`config.mk`:
```
export PLATFORM = sky130hd
export DESIGN_NAME = inst_fetch_ctrl
export DESIGN_NICKNAME = d
export VERILOG_FILES = /design/src/rtl/inst_fetch_ctrl.sv
export SDC_FILE = /design/constraint.sdc
export NUM_CORES = 1
export LEC_CHECK = 0
export CORE_MARGIN = 2
export CORE_UTILIZATION = 42
export DETAILED_ROUTE_END_ITERATION = 6
export HOLD_SLACK_MARGIN = 0.03
export PLACE_DENSITY = 0.8
export SYNTH_ARGS = -nofsm -noshare
export SYNTH_HDL_FRONTEND = slang
export SYNTH_SLANG_ARGS = --single-unit
```
`constraint.sdc`:
```
create_clock -name clk -period 1.9 [get_ports clk]
set_input_delay 0.19 -clock clk [delete_from_list [all_inputs] [get_ports clk]]
set_output_delay 0.19 -clock clk [all_outputs]
set_load 0.02 [all_outputs]
```
`src/rtl/inst_fetch_ctrl.sv`:
```
// inst_fetch_ctrl: fetch-side consumer of the PC register.
// Samples the PC, runs one SRAM-like instruction-bus transaction at a time
// (req/addr_ok/data_ok) and holds the returned word in a one-entry buffer for
// decode. Flush drops the buffered word and any response still in flight.
// Optional feature macro: INST_ADEL_EN (misaligned-fetch trap, adds if_adel).
//
// Handshake semantics:
//   bus   - inst_req is high exactly while in REQ; inst_addr is stable for the
//           whole REQ period and the request completes on inst_addr_ok=1.
//           The transaction then ends on the first inst_data_ok=1 seen in WAIT.
//           At most one transaction is outstanding; data_ok outside WAIT is
//           ignored.
//   decode- if_valid qualifies if_inst/if_pc; decode consumes the entry on any
//           edge where stall=0. While stall=1 the entry is held unchanged.
//   pc    - pc_advance is a one-cycle pulse, coincident with the new entry
//           appearing, telling the PC register it may load the next address.

module inst_fetch_ctrl #(
    parameter int unsigned      WIDTH    = 32,
    parameter logic [WIDTH-1:0] RESET_PC = 32'hBFC0_0000
) (
    input  logic             clk,
    input  logic             resetn,
    input  logic [WIDTH-1:0] pc,
    input  logic             stall,
    input  logic             flush,
    output logic             pc_advance,
    output logic             inst_req,
    output logic [WIDTH-1:0] inst_addr,
    input  logic             inst_addr_ok,
    input  logic             inst_data_ok,
    input  logic [WIDTH-1:0] inst_rdata,
    output logic             if_valid,
    output logic [WIDTH-1:0] if_inst,
    output logic [WIDTH-1:0] if_pc
`ifdef INST_ADEL_EN
    ,
    output logic             if_adel
`endif
);

    typedef enum logic [1:0] {
        S_IDLE = 2'd0,
        S_REQ  = 2'd1,
        S_WAIT = 2'd2
    } state_e;

    state_e           state_q, state_d;
    logic             discard_q, discard_d;
    logic [WIDTH-1:0] addr_q, addr_d;
    logic             valid_q, valid_d;
    logic [WIDTH-1:0] inst_q, inst_d;
    logic [WIDTH-1:0] ifpc_q, ifpc_d;
    logic             adv_q, adv_d;
    logic             adel_q, adel_d;

    logic             buf_free;
    logic             capture;
    logic             adel_trap;

`ifndef INST_ADEL_EN
    // Without the trap the low PC bits are simply masked off the bus address.
    logic pc_lo_unused;
    assign pc_lo_unused = ^pc[1:0];
`endif

    // Next-state logic for the bus FSM plus the output buffer.
    always_comb begin
        state_d   = state_q;
        discard_d = discard_q;
        addr_d    = addr_q;
        valid_d   = valid_q;
        inst_d    = inst_q;
        ifpc_d    = ifpc_q;
        adv_d     = 1'b0;
        adel_d    = adel_q;
        capture   = 1'b0;
        adel_trap = 1'b0;

        // A trapped misaligned fetch is not consumed by decode; only flush
        // releases it.
        buf_free = !valid_q || (!stall && !adel_q);

        case (state_q)
            S_IDLE: begin
                if (buf_free && !flush) begin
`ifdef INST_ADEL_EN
                    if (pc[1:0] != 2'b00) begin
                        adel_trap = 1'b1;
                    end else begin
                        addr_d  = {pc[WIDTH-1:2], 2'b00};
                        state_d = S_REQ;
                    end
`else
                    addr_d  = {pc[WIDTH-1:2], 2'b00};
                    state_d = S_REQ;
`endif
                end
            end
            S_REQ: begin
                // The request cannot be withdrawn once raised; remember to
                // throw its response away instead.
                if (flush) begin
                    discard_d = 1'b1;
                end
                if (inst_addr_ok) begin
                    state_d = S_WAIT;
                end
            end
            S_WAIT: begin
                if (inst_data_ok) begin
                    state_d   = S_IDLE;
                    discard_d = 1'b0;
                    capture   = !discard_q && !flush;
                end else if (flush) begin
                    discard_d = 1'b1;
                end
            end
            default: begin
                state_d   = S_IDLE;
                discard_d = 1'b0;
            end
        endcase

        if (capture) begin
            valid_d = 1'b1;
            inst_d  = inst_rdata;
            ifpc_d  = addr_q;
            adel_d  = 1'b0;
            adv_d   = 1'b1;
        end else if (adel_trap) begin
            valid_d = 1'b1;
            inst_d  = '0;
            ifpc_d  = pc;
            adel_d  = 1'b1;
        end else if (flush) begin
            valid_d = 1'b0;
            adel_d  = 1'b0;
        end else if (!stall && !adel_q) begin
            valid_d = 1'b0;
        end
    end

    // State and buffer registers with asynchronous active-low reset.
    always_ff @(posedge clk or negedge resetn) begin
        if (!resetn) begin
            state_q   <= S_IDLE;
            discard_q <= 1'b0;
            addr_q    <= '0;
            valid_q   <= 1'b0;
            inst_q    <= '0;
            ifpc_q    <= RESET_PC;
            adv_q     <= 1'b0;
            adel_q    <= 1'b0;
        end else begin
            state_q   <= state_d;
            discard_q <= discard_d;
            addr_q    <= addr_d;
            valid_q   <= valid_d;
            inst_q    <= inst_d;
            ifpc_q    <= ifpc_d;
            adv_q     <= adv_d;
            adel_q    <= adel_d;
        end
    end

    assign inst_req   = (state_q == S_REQ);
    assign inst_addr  = addr_q;
    assign pc_advance = adv_q;
    assign if_valid   = valid_q;
    assign if_inst    = inst_q;
    assign if_pc      = ifpc_q;
`ifdef INST_ADEL_EN
    assign if_adel    = adel_q;
`endif

endmodule

```
After elaboration in Yosys (flattened, before gate mapping)
Cells that the tools add are included.

cells by class
  add/subtract/negate cells = 0
  muxes and demuxes = 15
  multiply operators = 0
  bitwise logic cells = 0
  shift operators = 0
  equality and inequality tests = 5
  divide/modulo/power cells = 0
  order comparisons = 0
  reduce and logical (&&, ||, !) cells = 14

operators by type and width
  operator              count
  $mux W1               10
  $mux W2               3
  $pmux W2 S3           1
  $logic_not A1 Y1      5
  $ne A2 B2 Y1 const B  2
  $logic_and A1 B1 Y1   3
  $pmux W1 S3           1
  $reduce_and A3 Y1     1
  $reduce_bool A3 Y1    1
  $eq A2 B1 Y1 const B  1
  $eq A2 B2 Y1 const B  1
  $logic_not A2 Y1      1
  $ne A2 B1 Y1 const B  1
  $reduce_and A2 Y1     1
  $reduce_bool A2 Y1    1
  $logic_or A1 B1 Y1    1

storage, ports and cells
  output and inout port bits = 99
  input port bits = 70
  memories kept = 0
  word-level logic and storage cells = 42
  register bits = 98
  memory bits (writable) = 0
  bits in latches = 0
  bits in read-only memories = 0

Longest topological paths before layout
  word-level depth = 6
  gate-level depth with buffers = 6
  depth with buffers taken out = 5

Worst setup path before layout
Ideal clock, no wire load.

  path type = flip-flop to flip-flop
  start point = register state_q[0]
  end point = register inst_q[14] (netlist: if_inst[14])
  cell stages (with the launch flop) = 7
  slack = 194 ps
  setup time = 125 ps
  data arrival time = 1581 ps
  clock period less this slack = 1706 ps
  cells stage by stage = dfrtp_1 > inv_1 > ha_1 > nand2_1 > nor3_4 > buf_6 > mux2_2

on the way
  word-level cells in the longest chain between the ends = 2

ends and longest elaborated chain
  item                      RTL line  text
  start: declaration        48        state_e state_q, state_d;
  start signal: assignment  156       state_q <= state_d;
  $eq A2 B2 Y1              84        case (state_q)
  $mux W1                   84
  end signal: assignment    160       inst_q <= inst_d;
  end: declaration          52        logic [WIDTH-1:0] inst_q, inst_d;

No other way between the ends.
A chain may end at the register's enable or synchronous reset.

Final worst setup path
  start point = register state_q[0]
  end point = register inst_q[24] (netlist: if_inst[24])

The elaborated chain is that of the path after synthesis.

==> flow_metrics.env <==
export IMPL_pwr_density_cell_nw_per_um2=1790
export IMPL_outcome="finished clean"
export IMPL_vdd_drop_max_mv=0.868
export IMPL_die_height_um=101
export IMPL_post_drt_wl_per_cell_um=16.6
export IMPL_final_design_area_no_fill_um2=5890
export IMPL_clk_insertion_delay_late_ns=0.35
export IMPL_grt_first_pass_wirelength_um=13200
export IMPL_startpoint_type="flop"
export IMPL_clockBufferDepth=2
export IMPL_layout_commonest_cell="sky130_fd_sc_hd__clkdlybuf4s50_1"
export IMPL_final_min_clock_period_ns=1.76
export IMPL_sequential_share_of_the_synthesized_area_pct=62.2
export IMPL_via_count=2494
export IMPL_fillCellCount=674
export IMPL_synth_seq_cells=97
export IMPL_hold_slack_ns=0.297
export IMPL_final_nets=469
export IMPL_rsz_0062_raised_after_global_routing="false"
export IMPL_insertedDiodeCount=0
export IMPL_synthDominantCellAreaShare_pct=56.2
export IMPL_area_delta_synth_final_pct=50.4
export IMPL_synth_cell_type_count=22
export IMPL_clock_tree_from_tritoncts="done"
export IMPL_avgSynthCellArea_um2=17.4
export IMPL_cap_viol_max_count=0
export IMPL_layout_setup_ws_ns=0.137
export IMPL_number_of_antenna_violations_at_the_first_check_in_global_routing=0
export IMPL_place_inst=494
export IMPL_worst_ep_required_time_ns=2.13
export IMPL_placementRows=35
export IMPL_first_pass_iters=4
export IMPL_layout_drive_gt1_share_pct=30.3
export IMPL_post_synth_top_area_cell="sky130_fd_sc_hd__dfrtp_1"
export IMPL_viasPerCell=4.88
export IMPL_timing_worst_setup_path_type="reg -> reg"
export IMPL_tritoncts_num_sinks=97
export IMPL_cp_end_kind="flop"
export IMPL_final_max_slew_viol_count=0
export IMPL_post_dp_hpwl_um=6100
export IMPL_placed_area_um2=5640
export IMPL_h_tree_depth=3
export IMPL_vias_in_the_first_global_route=2653
export IMPL_pin_count_of_the_biggest_net_entering_global_routing=49
export IMPL_static_leakage_power_nw=2.58
export IMPL_most_common_layout_cells="sky130_fd_sc_hd__clkdlybuf4s50_1, sky130_fd_sc_hd__dfrtp_1, sky130_fd_sc_hd__mux2_2"
export IMPL_root_buffer="sky130_fd_sc_hd__clkbuf_8"
export IMPL_start_util_pct=42.8
export IMPL_core_area_um2=9150
export IMPL_setup_total_negative_slack_ns=0
export IMPL_drcViolationCount=0
export IMPL_route_final_wire_length_um=8470
export IMPL_antenna_violating_nets_post_route=0
export IMPL_worst_clock_skew_on_the_final_layout_ns=0.0198
export IMPL_finalSetupViolations=0
export IMPL_crit_path_max_fanout=37
export IMPL_detailedRoute_firstIterationViolations=44
export IMPL_maxClockFrequency_ghz=0.567
export IMPL_syn_area_um2=3920
export IMPL_min_period_over_period_pct=92.8
export IMPL_grt_total_usage_pct=16.7
export IMPL_clk_pin_slew_ns=0.09
export IMPL_layoutNonFillerInstCount=511
export IMPL_placement_setup_worst_slack_ns=0.0735
export IMPL_rr_worst_depth=6
export IMPL_area_sequential_um2=2440
export IMPL_cp_arrival_ns=1.99
export IMPL_floorplan_io_pins=169
export IMPL_power_total_mw=10.5
export IMPL_hold_path_class="in -> async"
export IMPL_cts_inserted_buffers=9
export IMPL_synthesis_instances=225
export IMPL_synth_warnings=0
export IMPL_globalplace_congestion=0.716
export IMPL_dieArea_um2=10100
export IMPL_timing_hold_violations_final=0
export IMPL_finish_utilization_pct=64.4
export IMPL_multi_input_comb_area_um2=1320
export IMPL_globalRouteOverflowTotal=0
export IMPL_die_width_um=101
export IMPL_io_buffers=162
export IMPL_cell_types_with_the_largest_area_share_after_synthesis="sky130_fd_sc_hd__dfrtp_1, sky130_fd_sc_hd__mux2_2, sky130_fd_sc_hd__mux2_4, sky130_fd_sc_hd__dfstp_2, sky130_fd_sc_hd__buf_6"
==> state kept, by name (all words and copies together) (netlist names) <==
signal and cells:
if_valid 1, if_inst 32, state_q 2, inst_addr 30
if_pc 30, discard_q 1, pc_advance 1
==> worst paths after layout <==
path                        startpoint       endpoint  slack (ns)
max                         state_q[0]    if_inst[24]        0.14
min                             resetn  inst_addr[25]        0.30
max reg2reg                 state_q[0]    if_inst[24]        0.14
min reg2reg                if_inst[19]    if_inst[19]        0.50
max in group asynchronous       resetn      if_pc[31]        0.91
min in group clk                pc[15]  inst_addr[15]        0.44
==> repair_timing <==
| item | CTS | global route |
|---|---|---|
| setup buffers | 0 | 0 |
| endpoints found under the hold margin | 23 | 0 |
| endpoints found under the setup margin | 1 | 0 |
| resized for setup | 1 | 0 |
| hold buffers | 1 | 0 |
==> area by class of cell <==
cell class / instances / share of cell area, %
Clock buffer: 11 / 2.40
Timing Repair Buffer: 169 / 29.5
Tap cell: 111 / 2.36
Multi-Input combinational cell: 115 / 22.4
Inverter: 3 / 0.191
Sequential cell: 97 / 41.4
Clock inverter: 5 / 1.76
==> cell usage after synthesis <==
cell	instances
sky130_fd_sc_hd__dfstp_2	9
sky130_fd_sc_hd__mux2_1	5
sky130_fd_sc_hd__dfrtp_1	88
sky130_fd_sc_hd__inv_1	3
sky130_fd_sc_hd__mux2_4	30
sky130_fd_sc_hd__or2_4	1
sky130_fd_sc_hd__a211oi_1	1
sky130_fd_sc_hd__a21o_1	1
sky130_fd_sc_hd__mux2_2	58
sky130_fd_sc_hd__ha_1	4
sky130_fd_sc_hd__o21bai_1	1
sky130_fd_sc_hd__nand2_1	2
sky130_fd_sc_hd__a21oi_1	2
sky130_fd_sc_hd__buf_6	6
sky130_fd_sc_hd__o21ai_0	1
sky130_fd_sc_hd__nor2b_1	2
sky130_fd_sc_hd__nor3_1	1
sky130_fd_sc_hd__buf_4	4
sky130_fd_sc_hd__o32a_1	1
sky130_fd_sc_hd__buf_12	3
sky130_fd_sc_hd__conb_1	1
sky130_fd_sc_hd__nor3_4	1
==> per-layer routing <==
metal  vias up  share of wire, %  global-route usage (%)
met5         -                 0                       0
li1       1118                 -                       -
met1      1249                40                    19.2
met2       114                51                    29.7
met4         0               1.6                    5.37
met3        13               7.0                    5.06
==> kinds of logic (layout without fill, tap and decap cells) <==
kind of cell	after synthesis	after routing	synth area share (%)
flip-flops	97	97	62.2
multiplexers	93	93	29.6
buffers and inverters	16	188	4.31
AO/OA/AOI/OAI	7	7	1.21
AND/OR/NAND/NOR	7	7	1.28
adder cells (fa/ha/maj)	4	4	1.28
other	1	4	0.0957
==> power breakdown <==
part	leakage [nW]	internal (mW)	switching [mW]
sequential	1.16	3.13	0.604
combinational	1.29	2.93	2.28
clock	0.124	0.912	0.690
total	2.58	6.97	3.57
==> critical path, cell delays in order (launching register included) <==
cell and delay (ns):
sky130_fd_sc_hd__dfrtp_1 0.42, sky130_fd_sc_hd__inv_1 0.11, sky130_fd_sc_hd__ha_1 0.17, sky130_fd_sc_hd__nand2_1 0.08, sky130_fd_sc_hd__nor3_4 0.23, sky130_fd_sc_hd__buf_12 0.26
sky130_fd_sc_hd__mux2_2 0.37
Note: power is estimated with default switching activity, not from simulation.
